$ cat src/rtl/handshake_energy_monitor.sv
// handshake_energy_monitor: passive observer of NB_PORTS valid/ready channels.
// Accumulates an energy figure per handshake (full word width or Hamming
// toggle count against the port's previous word), counts transfers per port
// and counts measuring cycles over a start/stop or fixed-length window.
// All counters saturate at all-ones and raise a sticky overflow flag.
module handshake_energy_monitor #(
  parameter int unsigned NB_PORTS     = 3,
  parameter int unsigned DATA_WIDTH   = 16,
  parameter int unsigned CNT_WIDTH    = 48,
  parameter int unsigned XFER_WIDTH   = 32,
  parameter int unsigned WINDOW_WIDTH = 32
) (
  input  logic                           clk,
  input  logic                           arst_n,
  input  logic                           start,
  input  logic                           stop,
  input  logic                           mode,
  input  logic [WINDOW_WIDTH-1:0]        window_len,
  input  logic [NB_PORTS-1:0]            valid,
  input  logic [NB_PORTS-1:0]            ready,
  input  logic [NB_PORTS*DATA_WIDTH-1:0] data,
  output logic                           running,
  output logic                           done,
  output logic [CNT_WIDTH-1:0]           energy_total,
  output logic [NB_PORTS*XFER_WIDTH-1:0] xfer_count,
  output logic [WINDOW_WIDTH-1:0]        cycle_count,
  output logic                           overflow
);

  // Width of one port's cost (0..DATA_WIDTH) and of the per-cycle cost sum.
  localparam int unsigned COST_W = $clog2(DATA_WIDTH + 1);
  localparam int unsigned SUM_W  = $clog2(NB_PORTS * DATA_WIDTH + 1);
  // Adder is one bit wider than the larger operand so a clamp is detectable.
  localparam int unsigned ADD_W  = ((CNT_WIDTH > SUM_W) ? CNT_WIDTH : SUM_W) + 1;
  localparam logic [ADD_W-1:0] ENERGY_MAX = ADD_W'({CNT_WIDTH{1'b1}});

  typedef enum logic [1:0] {
    ST_IDLE = 2'd0,
    ST_MEAS = 2'd1,
    ST_DONE = 2'd2
  } state_t;

  state_t                  r_state;
  logic                    r_mode;
  logic [WINDOW_WIDTH-1:0] r_window;
  logic [DATA_WIDTH-1:0]   r_prev   [NB_PORTS];
  logic [XFER_WIDTH-1:0]   r_xfer   [NB_PORTS];
  logic [CNT_WIDTH-1:0]    r_energy;
  logic [WINDOW_WIDTH-1:0] r_cycle;
  logic                    r_running;
  logic                    r_done;
  logic                    r_overflow;

  logic [NB_PORTS-1:0]     w_fire;
  logic [NB_PORTS-1:0]     w_xfer_sat;
  logic [COST_W-1:0]       w_cost   [NB_PORTS];
  logic [SUM_W-1:0]        w_cost_sum;
  logic [ADD_W-1:0]        w_energy_wide;
  logic                    w_energy_clamp;
  logic [CNT_WIDTH-1:0]    w_energy_nxt;
  logic                    w_cycle_sat;
  logic [WINDOW_WIDTH-1:0] w_cycle_inc;
  logic                    w_win_hit;
  logic                    w_end;
  logic                    w_clamp;

  assign w_fire = valid & ready;

  // Per-port cost, saturation detect and packed output view.
  for (genvar gp = 0; gp < int'(NB_PORTS); gp++) begin : g_port
    logic [DATA_WIDTH-1:0] w_word;
    logic [DATA_WIDTH-1:0] w_diff;
    logic [COST_W-1:0]     w_pop;

    assign w_word = data[gp*DATA_WIDTH +: DATA_WIDTH];
    assign w_diff = w_word ^ r_prev[gp];

    // Hamming distance between this word and the port's previous word.
    always_comb begin
      w_pop = '0;
      for (int b = 0; b < int'(DATA_WIDTH); b++) begin
        w_pop = w_pop + COST_W'(w_diff[b]);
      end
    end

    assign w_cost[gp]     = r_mode ? w_pop : COST_W'(DATA_WIDTH);
    assign w_xfer_sat[gp] = &r_xfer[gp];
    assign xfer_count[gp*XFER_WIDTH +: XFER_WIDTH] = r_xfer[gp];
  end

  // Sum the costs of every port firing this cycle.
  always_comb begin
    w_cost_sum = '0;
    for (int p = 0; p < int'(NB_PORTS); p++) begin
      if (w_fire[p]) begin
        w_cost_sum = w_cost_sum + SUM_W'(w_cost[p]);
      end
    end
  end

  // Saturating energy accumulation.
  assign w_energy_wide  = ADD_W'(r_energy) + ADD_W'(w_cost_sum);
  assign w_energy_clamp = (w_energy_wide > ENERGY_MAX);
  assign w_energy_nxt   = w_energy_clamp ? {CNT_WIDTH{1'b1}}
                                         : w_energy_wide[CNT_WIDTH-1:0];

  // Window expiry: the cycle being counted now is the last one of the window.
  assign w_cycle_sat = &r_cycle;
  assign w_cycle_inc = r_cycle + WINDOW_WIDTH'(1);
  assign w_win_hit   = (r_window != '0) && (w_cycle_inc == r_window);
  assign w_end       = stop | w_win_hit;

  // Any counter that would pass all-ones this cycle.
  assign w_clamp = w_energy_clamp | (|(w_fire & w_xfer_sat)) | w_cycle_sat;

  // Measurement FSM with all counters and status flags.
  always_ff @(posedge clk or negedge arst_n) begin
    if (!arst_n) begin
      r_state    <= ST_IDLE;
      r_mode     <= 1'b0;
      r_window   <= '0;
      r_energy   <= '0;
      r_cycle    <= '0;
      r_running  <= 1'b0;
      r_done     <= 1'b0;
      r_overflow <= 1'b0;
      for (int p = 0; p < int'(NB_PORTS); p++) begin
        r_prev[p] <= '0;
        r_xfer[p] <= '0;
      end
    end else if (start) begin
      // Start (or restart) wins over stop and expiry; start-cycle fires are dropped.
      r_state    <= ST_MEAS;
      r_mode     <= mode;
      r_window   <= window_len;
      r_energy   <= '0;
      r_cycle    <= '0;
      r_running  <= 1'b1;
      r_done     <= 1'b0;
      r_overflow <= 1'b0;
      for (int p = 0; p < int'(NB_PORTS); p++) begin
        r_prev[p] <= '0;
        r_xfer[p] <= '0;
      end
    end else begin
      case (r_state)
        ST_MEAS: begin
          if (!w_cycle_sat) begin
            r_cycle <= w_cycle_inc;
          end
          r_energy   <= w_energy_nxt;
          r_overflow <= r_overflow | w_clamp;
          for (int p = 0; p < int'(NB_PORTS); p++) begin
            if (w_fire[p]) begin
              if (!w_xfer_sat[p]) begin
                r_xfer[p] <= r_xfer[p] + XFER_WIDTH'(1);
              end
              r_prev[p] <= data[p*DATA_WIDTH +: DATA_WIDTH];
            end
          end
          if (w_end) begin
            r_state   <= ST_DONE;
            r_running <= 1'b0;
            r_done    <= 1'b1;
          end
        end
        default: begin
          // IDLE and DONE hold every counter frozen.
          r_state <= r_state;
        end
      endcase
    end
  end

  assign running      = r_running;
  assign done         = r_done;
  assign energy_total = r_energy;
  assign cycle_count  = r_cycle;
  assign overflow     = r_overflow;

endmodule

$ cat config.mk
export PLATFORM = sky130hd
export DESIGN_NAME = handshake_energy_monitor
export DESIGN_NICKNAME = d
export VERILOG_FILES = /design/src/rtl/handshake_energy_monitor.sv
export SDC_FILE = /design/constraint.sdc
export NUM_CORES = 1
export LEC_CHECK = 0
export CAP_MARGIN = 10
export CORE_MARGIN = 5
export CORE_UTILIZATION = 45
export DETAILED_ROUTE_END_ITERATION = 6
export PLACE_DENSITY = 0.69
export SLEW_MARGIN = 10
export SYNTH_ARGS = -nofsm -noshare
export SYNTH_HDL_FRONTEND = slang
export SYNTH_SLANG_ARGS = --single-unit
$ cat constraint.sdc
create_clock -name clk -period 8.5 [get_ports clk]
set_input_delay 0.85 -clock clk [delete_from_list [all_inputs] [get_ports clk]]
set_output_delay 0.85 -clock clk [all_outputs]
set_load 0.01 [all_outputs]
# Word-level counts from Yosys, hierarchy flattened
# Index checks and enable logic that the tools add are counted.
# word_totals
elab_cells,138
output_inout_bits,179
register_bits,262
in_bits,91
# classes
n_bitwise,9
add_sub_neg,52
n_eq_ne,6
n_mux,36
reduce_logical,20
n_lt_le_gt_ge,1
# ops
op,n
2-to-1 mux 32 bit,9
2-to-1 mux 48 bit,5
2-to-1 mux 96 bit,2
adder 5 x 1 -> 5 bit,33
"adder 32 x 1 -> 32 bit, second input constant",4
AND reduction 32 bit,4
adder 48 x 6 -> 49 bit,1
"> comparator 49 x 48 -> 1 bit, second input constant",1
2-to-1 mux 16 bit,3
bitwise XOR 16 bit,3
== test 32 bit,1
nonzero test 32 bit,1
2-to-1 mux 5 bit,4
adder 4 x 1 -> 5 bit,3
adder 3 x 1 -> 4 bit,3
adder 6 x 5 -> 6 bit,2
2-to-1 mux 6 bit,2
AND reduction 2 bit,5
nonzero test 2 bit,5
adder 2 x 1 -> 3 bit,3
AND reduction 3 bit,3
2-to-1 mux 1 bit,8
"!= test 2 bit, second input constant",4
adder 1 x 1 -> 2 bit,3
other kinds (6),12

# Logic depth before layout (Yosys ltp)
# logic_depth
depth_word,29
depth_mapped,31
mapped_depth_nobuf,29

# Least setup slack after synthesis
# No wires, ideal clock.
# synth_timing
path_type,in2reg
startpoint,input data[16]
endpoint,register r_energy[45] (netlist: energy_total[45])
setup_slack_ns,0.945
t_arrival_ns,7.456
stages,29
path_buffers,1
setup_time_ns,0.099
t_required_ns,8.401
cell_sequence,xnor2_1 fa_1 inv_1 fa_1 fa_1 inv_1 fa_1 inv_1 ha_1 fa_1 and2_1 ha_1 a21o_1 a21oi_1 xor2_1 o21ai_0 ha_1 nor2b_1 o21ai_0 a21oi_1 xnor2_1 ha_1 clkbuf_1 nor3_1 o21a_1 or3_1 nor3_1 a41oi_1 a311oi_1
# synth_between
elab_chain_cells,26
# synth_lines
item,line,rtl
"start, declared",21,"input logic [NB_PORTS*DATA_WIDTH-1:0] data,"
bitwise XOR 16 bit (*),76,assign w_diff = w_word ^ r_prev[gp];
adder 1 x 1 -> 2 bit (*),82,w_pop = w_pop + COST_W'(w_diff[b]);
adder 2 x 1 -> 3 bit (*),82,
adder 3 x 1 -> 4 bit (*),82,
adder 4 x 1 -> 5 bit (*),82,
adder 5 x 1 -> 5 bit (*) (11 in series),82,
2-to-1 mux 5 bit (*),86,assign w_cost[gp] = r_mode ? w_pop : COST_W'(DATA_WIDTH);
adder 6 x 5 -> 6 bit (*),96,w_cost_sum = w_cost_sum + SUM_W'(w_cost[p]);
2-to-1 mux 6 bit (*),95,if (w_fire[p]) begin
adder 6 x 5 -> 6 bit,96,
2-to-1 mux 6 bit (*),95,
adder 48 x 6 -> 49 bit (*),102,assign w_energy_wide = ADD_W'(r_energy) + ADD_W'(w_cost_sum);
> comparator 49 x 48 -> 1 bit,103,assign w_energy_clamp = (w_energy_wide > ENERGY_MAX);
2-to-1 mux 48 bit (*),104,assign w_energy_nxt = w_energy_clamp ? {CNT_WIDTH{1'b1}}
2-to-1 mux 48 bit (*),146,case (r_state)
2-to-1 mux 48 bit (*),131,end else if (start) begin
"end signal, assigned",151,r_energy <= w_energy_nxt;
"end, declared",48,logic [CNT_WIDTH-1:0] r_energy;
# Every way passes the cells marked *; elsewhere a longest branch is shown, timed or not. The select of a mux whose other input is x is not followed.
# A chain may end at the register's enable or synchronous reset.

# Worst setup path in the final report
# layout_timing
startpoint,input data[16]
endpoint,register r_energy[39] (netlist: energy_total[39])
# Same word-level chain as after synthesis.

==> run summary <==
Max Cap Violations - 0
register area share after synthesis - 0.410
RSZ-0062 raised after global routing - false
Layout area overhead - 25.8%
Yosys warning count - 0
DR iter-0 viols - 985
Hold Violations, Final - 0
Synth Register Bits - 260
Worst slew margin - 0.184
worst setup margin - 0.492 ns
CTS tree - done
syn avg cell area - 9.25 um2
leakage power - 8.27 nW
initial cell density of the core - 0.457
antenna viol nets, final - 0
share of cells above drive strength 1 - 0.0569
CTS clk-pin slew, worst paths - 0.06 ns
Die Height - 198 um
most common cell after layout, fill and taps aside - clkdlybuf4s50_1
Final Core Density - 0.575
Final GP Congestion - 0.887
detailed placement HPWL - 31900 um
Tcrit/Tclk final - 0.942
# hold bufs at CTS - 0
H-Tree Depth - 1
clock skew - 0.0133 ns
startpoint types - input port
length of the first detailed-routing pass in iterations - 5
final instance area - 0.0200 mm2
Netlist cell types - 70
antenna violations before repair - 7
Pwr Total - 3.67 mW
FILL cells - 3106
cell count after synthesis - 1715
WL final - 45500 um
Die ar. - 0.0391 mm2
f_max - 125 MHz
Async S/R FF share, synth - 1.00
latest clock arrival within the worst-skew pair - 0.56 ns
number of flops mapped to enable cells by yosys - 0
Core Box Area - 0.0347 mm2
final slew viol count - 0
dpl cells - 2368
outcome - complete, no violations
slew at the pin closest to its max-slew limit - 1.22 ns
Buffers on Ports - 269
Critical Path RT - 8.92 ns
total CTS buffers - 30
nets - 2104
num ports - 270
first-pass GRT wire length - 73300 um
hold slack final - 0.288 ns
DR vias/cell - 5.66
largest net degree at the start of global routing - 163
Min-Delay Path Class - input port to asynchronous set/reset pin
total gr overflow - 0
final setup fails - 0
vias in the first global route - 13.7k
Via Count - 13.8k
crit end category - flop
die width - 198 um
worst ir drop on vdd - 143 uV
Setup CP Type - input port to flop
Pwr Density - 184 mW/mm2
Place WS - -0.00979 ns
Post-CTS Setup Inserts - 0
Layout Cells excl Fill - 2428
minimum clock period - 8.01 ns
DRC viols - 0
placed instance area - 0.0190 mm2
# resized after CTS - 0
DR WL/cell - 18.7 um
worst reg2reg setup slack - 0.86 ns
clock tree buffer depth - 3
crit path DAT - 8.43 ns
CTS root buf - clkbuf_16
most frequent cells in the layout - clkdlybuf4s50_1, dfrtp_1, nand2_1
Final TNS setup - 0 ns
num rows - 68
post-synthesis net count - 1874
clock sink total - 260
Main synth FF type - dfrtp_1
post-synthesis cell area - 0.0159 mm2
crit path max fanout - 18
All-Layer GR Usage - 0.225
Yosys cell counts, drive strengths merged, types with 35 or more instances:
master    n  area, um2
nor2    156        586
a21oi   103        515
xor2    129       1130
nand3    60        300
nand4    45        312
o21ai    66        330
xnor2    76        666
dfrtp   260       6510
nand2   196        736
inv      51        191
ha       35        438
nor3     45        230
clkbuf   72        270
and3     51        319
worst paths after layout:
path,to,depth (start not counted),startpoint
max,energy_total[39],26,data[16]
min,cycle_count[19],1,arst_n
max reg2reg,energy_total[39],25,r_prev[16]
min reg2reg,energy_total[8],1,energy_total[8]
max in group asynchronous,r_prev[44],2,arst_n
min in group clk,energy_total[8],1,energy_total[8]
final cells by class:
| type | count | area (um2) | share of cell area |
|---|---|---|---|
| well taps | 455 | 569 | 0.0285 |
| multi-input cells | 1312 | 8800 | 0.441 |
| clock buffers | 48 | 900 | 0.0451 |
| diodes | 4 | 10.0 | 0.000502 |
| flip-flops and latches | 260 | 6510 | 0.326 |
| clock inverters | 8 | 92.6 | 0.00464 |
| repair buffers | 290 | 2880 | 0.145 |
| inverters | 51 | 191 | 0.00959 |
worst max-delay path, stage by stage:
cell,delay (ns)
clkdlybuf4s50_1,0.45
xnor2_1,0.17
fa_1,0.56
inv_1,0.06
fa_1,0.51
fa_1,0.57
inv_1,0.07
fa_1,0.55
inv_1,0.05
ha_1,0.22
fa_1,0.43
and2_1,0.20
fa_1,0.46
xnor2_1,0.14
o21ai_0,0.23
ha_1,0.32
a21oi_1,0.21
xor2_1,0.18
o21ai_0,0.10
ha_1,0.32
o21ai_1,0.09
a21boi_1,0.21
o21ai_1,0.14
a2111o_1,0.73
a21o_1,0.26
a221oi_1,0.34
metal layers:
metal	vias to the layer above	GRT usage	part of all wire	routed length (um)
met1	6787	0.314	0.44	20000
li1	6515	-	-	-
met4	8	0.0543	0.024	1110
met3	76	0.0453	0.060	2730
met5	-	0	0.0013	59
met2	366	0.364	0.47	21600
kinds of logic (layout without fill, tap and decap cells):
kind of cell    Yosys count  in the layout  synth area share
mux                      47             47            0.0323
other cells               0              4                 0
compound gates          293            293             0.116
fa+ha+maj                68             68            0.0692
flops                   260            260             0.410
simple gates            699            699             0.224
buf+inv                 143            397            0.0356
xor+xnor                205            205             0.113
power by group:
part | switching (mW) | internal [mW] | total, mW
Sequential | 0.0456 | 1.28 | 1.32
Clock | 0.524 | 0.780 | 1.30
Combinational | 0.562 | 0.484 | 1.05
state kept, by name (all words and copies together) (netlist names):
register / cells
r_state: 2
overflow: 1
r_prev: 48
energy_total: 48
r_window: 32
r_mode: 1
xfer_count: 96
cycle_count: 32
No activity file was read; power rests on OpenSTA's default activity.
==> edit 1: new RTL, same settings <==
Change the parameter `XFER_WIDTH` from 32 to 48.
--- a/src/rtl/handshake_energy_monitor.sv
+++ b/src/rtl/handshake_energy_monitor.sv
@@ -8,5 +8,5 @@
   parameter int unsigned DATA_WIDTH   = 16,
   parameter int unsigned CNT_WIDTH    = 48,
-  parameter int unsigned XFER_WIDTH   = 32,
+  parameter int unsigned XFER_WIDTH   = 48,
   parameter int unsigned WINDOW_WIDTH = 32
 ) (
Ports: changed (resized xfer_count); port bits go from 270 to 318. The function was not compared with the original's and may differ.
==> edit 1 against the unedited design <==
Critical path depth up 1. Die area up 18%. Setup slack better by 0.059 ns. Area after synthesis up 19%. Sequential cell count up 48. Hold slack better by 0.069 ns. Design area up 19%. Total power up 14%. Routed wire length up 27%. Critical path type unchanged. Highest routed layer is now met4.
==> edit 1: results (changes against the unedited design) <==
Reg-to-Reg End=energy_total[24]$_DFFE_PN0P_; WHS=0.356 ns (+0.0688 ns); Max rail drop VDD=0.000153 V (+6.7%); Final Skew=0.0168 ns (+0.00347 ns); slowest stage cell, crit path=nor4_1; Worst path max stage delay=0.58 ns (-0.15 ns); Adder-Cell Fraction of Synth Area=5.83% (-1.1 points); status=finished, final reports clean; Routed met2 length=27,200 microns (+26%); Highest Signal Layer=met4; Place WS=0.0651 ns (+0.0749 ns); Seq/Total Area, Yosys=40.9% (-0.091 points); placed cell areas=0.0225 sq mm (+19%); mux cell area share after synthesis=2.94% (-0.30 points); number of global-route vias before repair=16,600 (+22%); Metal-1 WL=24,400 microns (+22%); max reg flops=144 (+50%); library cells used by synthesis=82 (+17%); met3 routed WL=4380 microns (+60%); CTS HTree Levels=2 (+1); # nets final=2,489 (+18%); largest net degree at the start of global routing=116 (-29%); first-pass GRT wire length=93,200 microns (+27%); post-synthesis net count=2,208 (+18%); Worst Path Arrival=8.32 ns (-0.11 ns); M3 GR Usage=6.20% (+1.7 points); setup slack, reg-to-reg=0.91 ns (+0.05 ns); compound-gate portion of the synthesized area=12.4% (+0.82 points); Worst-Margin Slew=1.16 ns (-0.0617 ns); Tot GR Track Use=24.4% (+1.9 points); crit path max fanout=12 (-6); hpwl dp=42,100 microns (+32%); layout cell share with drive strength beyond 1=7.00% (+1.3 points); P_leak=9.50 nW (+15%); CTS buffer count=37 (+23%); met2 Use GR=39.2% (+2.8 points); top post-synthesis cells by count=dfrtp_1, nand2_1, nor2_1, a21oi_1, xor2_1; total wire length=57,900 microns (+27%); R2R depth=26 (+4.0%); Synth Area in XOR/XNOR=10.5% (-0.81 points); antenna violations before repair=0 (-7); number of inserted diodes=0 (-4); met1 usage=32.4% (+1.0 points); via-per-instance ratio=5.82 (+2.8%); RePlAce Congestion=0.897 (+1.1%); Area contributors post-synth=dfrtp_1, xor2_1, xnor2_1
-- edit 1: changes by cell type in the layout (fill, tap and decap cells not counted), sizes merged, moves of 14 or more --
cell / before / now
or4: 2 / 20
dfrtp: 260 / 308
xnor2: 76 / 109
nand4: 45 / 63
nor2: 156 / 187
nand3: 60 / 104
a21oi: 103 / 145
nor3: 45 / 62
o211ai: 7 / 21
clkdlybuf4s50: 267 / 315
or3: 24 / 40
-- edit 1: power by group --
part           switching (mW)  internal (mW)  total [mW]
logic                   0.587          0.484        1.07
registers              0.0433           1.51        1.55
clock network           0.646          0.934        1.58
-- edit 1: layout make-up --
type | instances | area [sq um]
flip-flops and latches | 308 | 7710
multi-input cells | 1580 | 10500
clock inverters | 10 | 86.3
repair buffers | 344 | 3390
well taps | 539 | 674
inverters | 59 | 221
clock buffers | 56 | 1110
fillers | 3675 | 18000
-- edit 1: stage by stage --
step | power [mW] | instances
3_3_place_gp | 2.61 | 2830
3_5_place_dp | 2.65 | 2830
5_1_grt | 4.44 | 2896
2_1_floorplan | 2.33 | 2049
6_report | 4.20 | 2896
4_1_cts | 4.25 | 2896
-- edit 1: worst max-delay path by stage --
stage | slack [ns] | startpoint | end | cells past startpoint
after floorplan | 0.95 | data[16] | energy_total[9]$_DFFE_PN0P_ | 27
after global placement | 0.20 | data[16] | energy_total[18]$_DFFE_PN0P_ | 29
after detailed placement | 0.07 | data[16] | energy_total[18]$_DFFE_PN0P_ | 29
after CTS | 0.60 | data[16] | energy_total[18]$_DFFE_PN0P_ | 29
after global routing | 0.11 | data[16] | energy_total[24]$_DFFE_PN0P_ | 27
final | 0.55 | data[16] | energy_total[24]$_DFFE_PN0P_ | 27
==> edit 2: new RTL, same settings <==
Without the edit above. Add an input register stage for `mode`, with the module's reset; this delays it by one clock. The other inputs are not delayed to match.
--- a/src/rtl/handshake_energy_monitor.sv
+++ b/src/rtl/handshake_energy_monitor.sv
@@ -40,4 +40,14 @@
     ST_DONE = 2'd2
   } state_t;
+
+  logic mode_q;
+
+  always_ff @(posedge clk or negedge arst_n) begin
+    if (!arst_n) begin
+      mode_q <= '0;
+    end else begin
+      mode_q <= mode;
+    end
+  end
 
   state_t                  r_state;
@@ -132,5 +142,5 @@
       // Start (or restart) wins over stop and expiry; start-cycle fires are dropped.
       r_state    <= ST_MEAS;
-      r_mode     <= mode;
+      r_mode     <= mode_q;
       r_window   <= window_len;
       r_energy   <= '0;
Behaviour: not the same (a bounded check fails within 4 cycles, from zero or initial values and one cycle with arst_n low).
==> edit 2 against the unedited design <==
Setup slack improved by 0.031 ns. Design area fell by 0.61%. Critical endpoint is now energy_total[19]$_DFFE_PN0P_. Routed wire length fell by 2.2%. Sequential cell count rose by 1. Clock skew rose by 0.0084 ns. Area after synthesis fell by 2.3%. Total power rose by 5.1%. Global-route usage rose by 0.23 points.
==> edit 2: results (changes against the unedited design) <==
status=finished, final reports clean; Area contributors post-synth=dfrtp_1, xor2_1, nand2_1; first-pass GRT wire length=72,200 microns (-1.5%); total wire length=44,500 microns (-2.2%); Reg power frac=34.4% (-1.6 points); R2R Path Start=r_prev[32]$_DFFE_PN0P_; number of global-route vias before repair=13,200 (-3.9%); RePlAce Congestion=0.900 (+1.4%); clock latency on the worst-skew pair=0.57 ns; Tot GR Track Use=22.7% (+0.23 points); Worst path max stage delay=0.57 ns (-0.16 ns); Yosys warnings=0 (unchanged); clock buffer depth=3 (unchanged); asr flop ratio synth=100% (unchanged); crit path max fanout=39 (+21); P_leak=8.33 nW (+0.64%); drt pass-1 iters=5 (unchanged); Cells after DPL=2,341 (-1.1%); Reg-to-Reg End=energy_total[19]$_DFFE_PN0P_; CP top delay family=adder cells; top post-synthesis cells by count=dfrtp_1, nand2_1, nor2_1, xor2_1, a21oi_1; DR iter-0 viols=866 (-12%); clock-pin slew on the worst setup and hold paths=0.06 ns (about the same); placed cell areas=0.0187 sq mm (-1.3%); Worst Path Arrival=8.37 ns (-0.06 ns); via-per-instance ratio=5.58 (-1.4%); library cells used by synthesis=62 (-11%); max reg flops=96 (unchanged); Final Skew=0.0218 ns (+0.00842 ns); sw frac=29.9% (-0.96 points); setup slack, reg-to-reg=0.87 ns; R2R depth=28 (+12%); CTS buffer count=31 (+3.3%); IO Port Bufs=269 (unchanged); largest net degree at the start of global routing=86 (-47%); post-synthesis net count=1,822 (-2.8%); Place WS=-0.145 ns (-0.135 ns); number of inserted diodes=0 (-4); slowest stage cell, crit path=fa_1; antenna violations before repair=0 (-7); Most used DFF post-synth=dfrtp_1; Worst-Margin Slew=1.10 ns (-0.120 ns); layout cell share with drive strength beyond 1=6.85% (+1.2 points); pwr/cell area=195 mW/mm^2 (+5.8%); # nets final=2,078 (-1.2%); Seq/Total Area, Yosys=42.1% (+1.1 points); Root Driver=clkbuf_16; hpwl dp=31,900 microns (-0.19%); Non-Filler Instances=2,398 (-1.2%); Post-Synthesis Mean Instance Area=9.32 sq um (+0.75%); clock network power=1.47 mW (+13%); Max rail drop VDD=0.000137 V (-4.2%); WHS=0.217 ns (-0.0709 ns)
[edit 2: final cells by class]
cell class                 instances  area [sq um]
timing repair buffer             298          2920
fill                            2987         14500
inverter                          43           161
clock buffer                      45           918
clock inverter                    12           214
tap                              455           569
sequential                       261          6530
multi-input combinational       1284          8520
[edit 2: kinds of logic (layout without fill, tap and decap cells)]
family	Yosys count	in the layout	share of synthesized area, %
buf+inv	118	398	2.94
mux	44	44	3.14
compound gates	292	292	11.6
xor+xnor	202	202	11.4
flops	261	261	42.1
fa+ha+maj	68	68	7.09
simple gates	678	678	21.7
[edit 2: metal layers]
| metal | track usage [%] | vias up | wire [microns] |
|---|---|---|---|
| met3 | 5.66 | 62 | 3390 |
| met4 | 5.61 | 0 | 1070 |
| met2 | 35.6 | 388 | 20400 |
| li1 | - | 6360 | - |
| met5 | 0 | - | 0 |
| met1 | 31.9 | 6582 | 19600 |
[edit 2: how the worst max path moves through the flow]
stage	from	end	slack, ns
2_1_floorplan	data[0]	energy_total[2]$_DFFE_PN0P_	0.82
3_3_place_gp	data[0]	energy_total[21]$_DFFE_PN0P_	-0.02
3_5_place_dp	data[7]	energy_total[47]$_DFFE_PN0P_	-0.15
4_1_cts	data[7]	energy_total[31]$_DFFE_PN0P_	0.38
5_1_grt	data[7]	energy_total[47]$_DFFE_PN0P_	0.0005
6_report	data[0]	energy_total[19]$_DFFE_PN0P_	0.52
[edit 2: what timing repair did]
| item | CTS | global route |
|---|---|---|
| hold buffers | 0 | 0 |
| setup buffers | 0 | 0 |
| gates resized for setup | 0 | 2 |
| setup endpoints to repair | 0 | 14 |
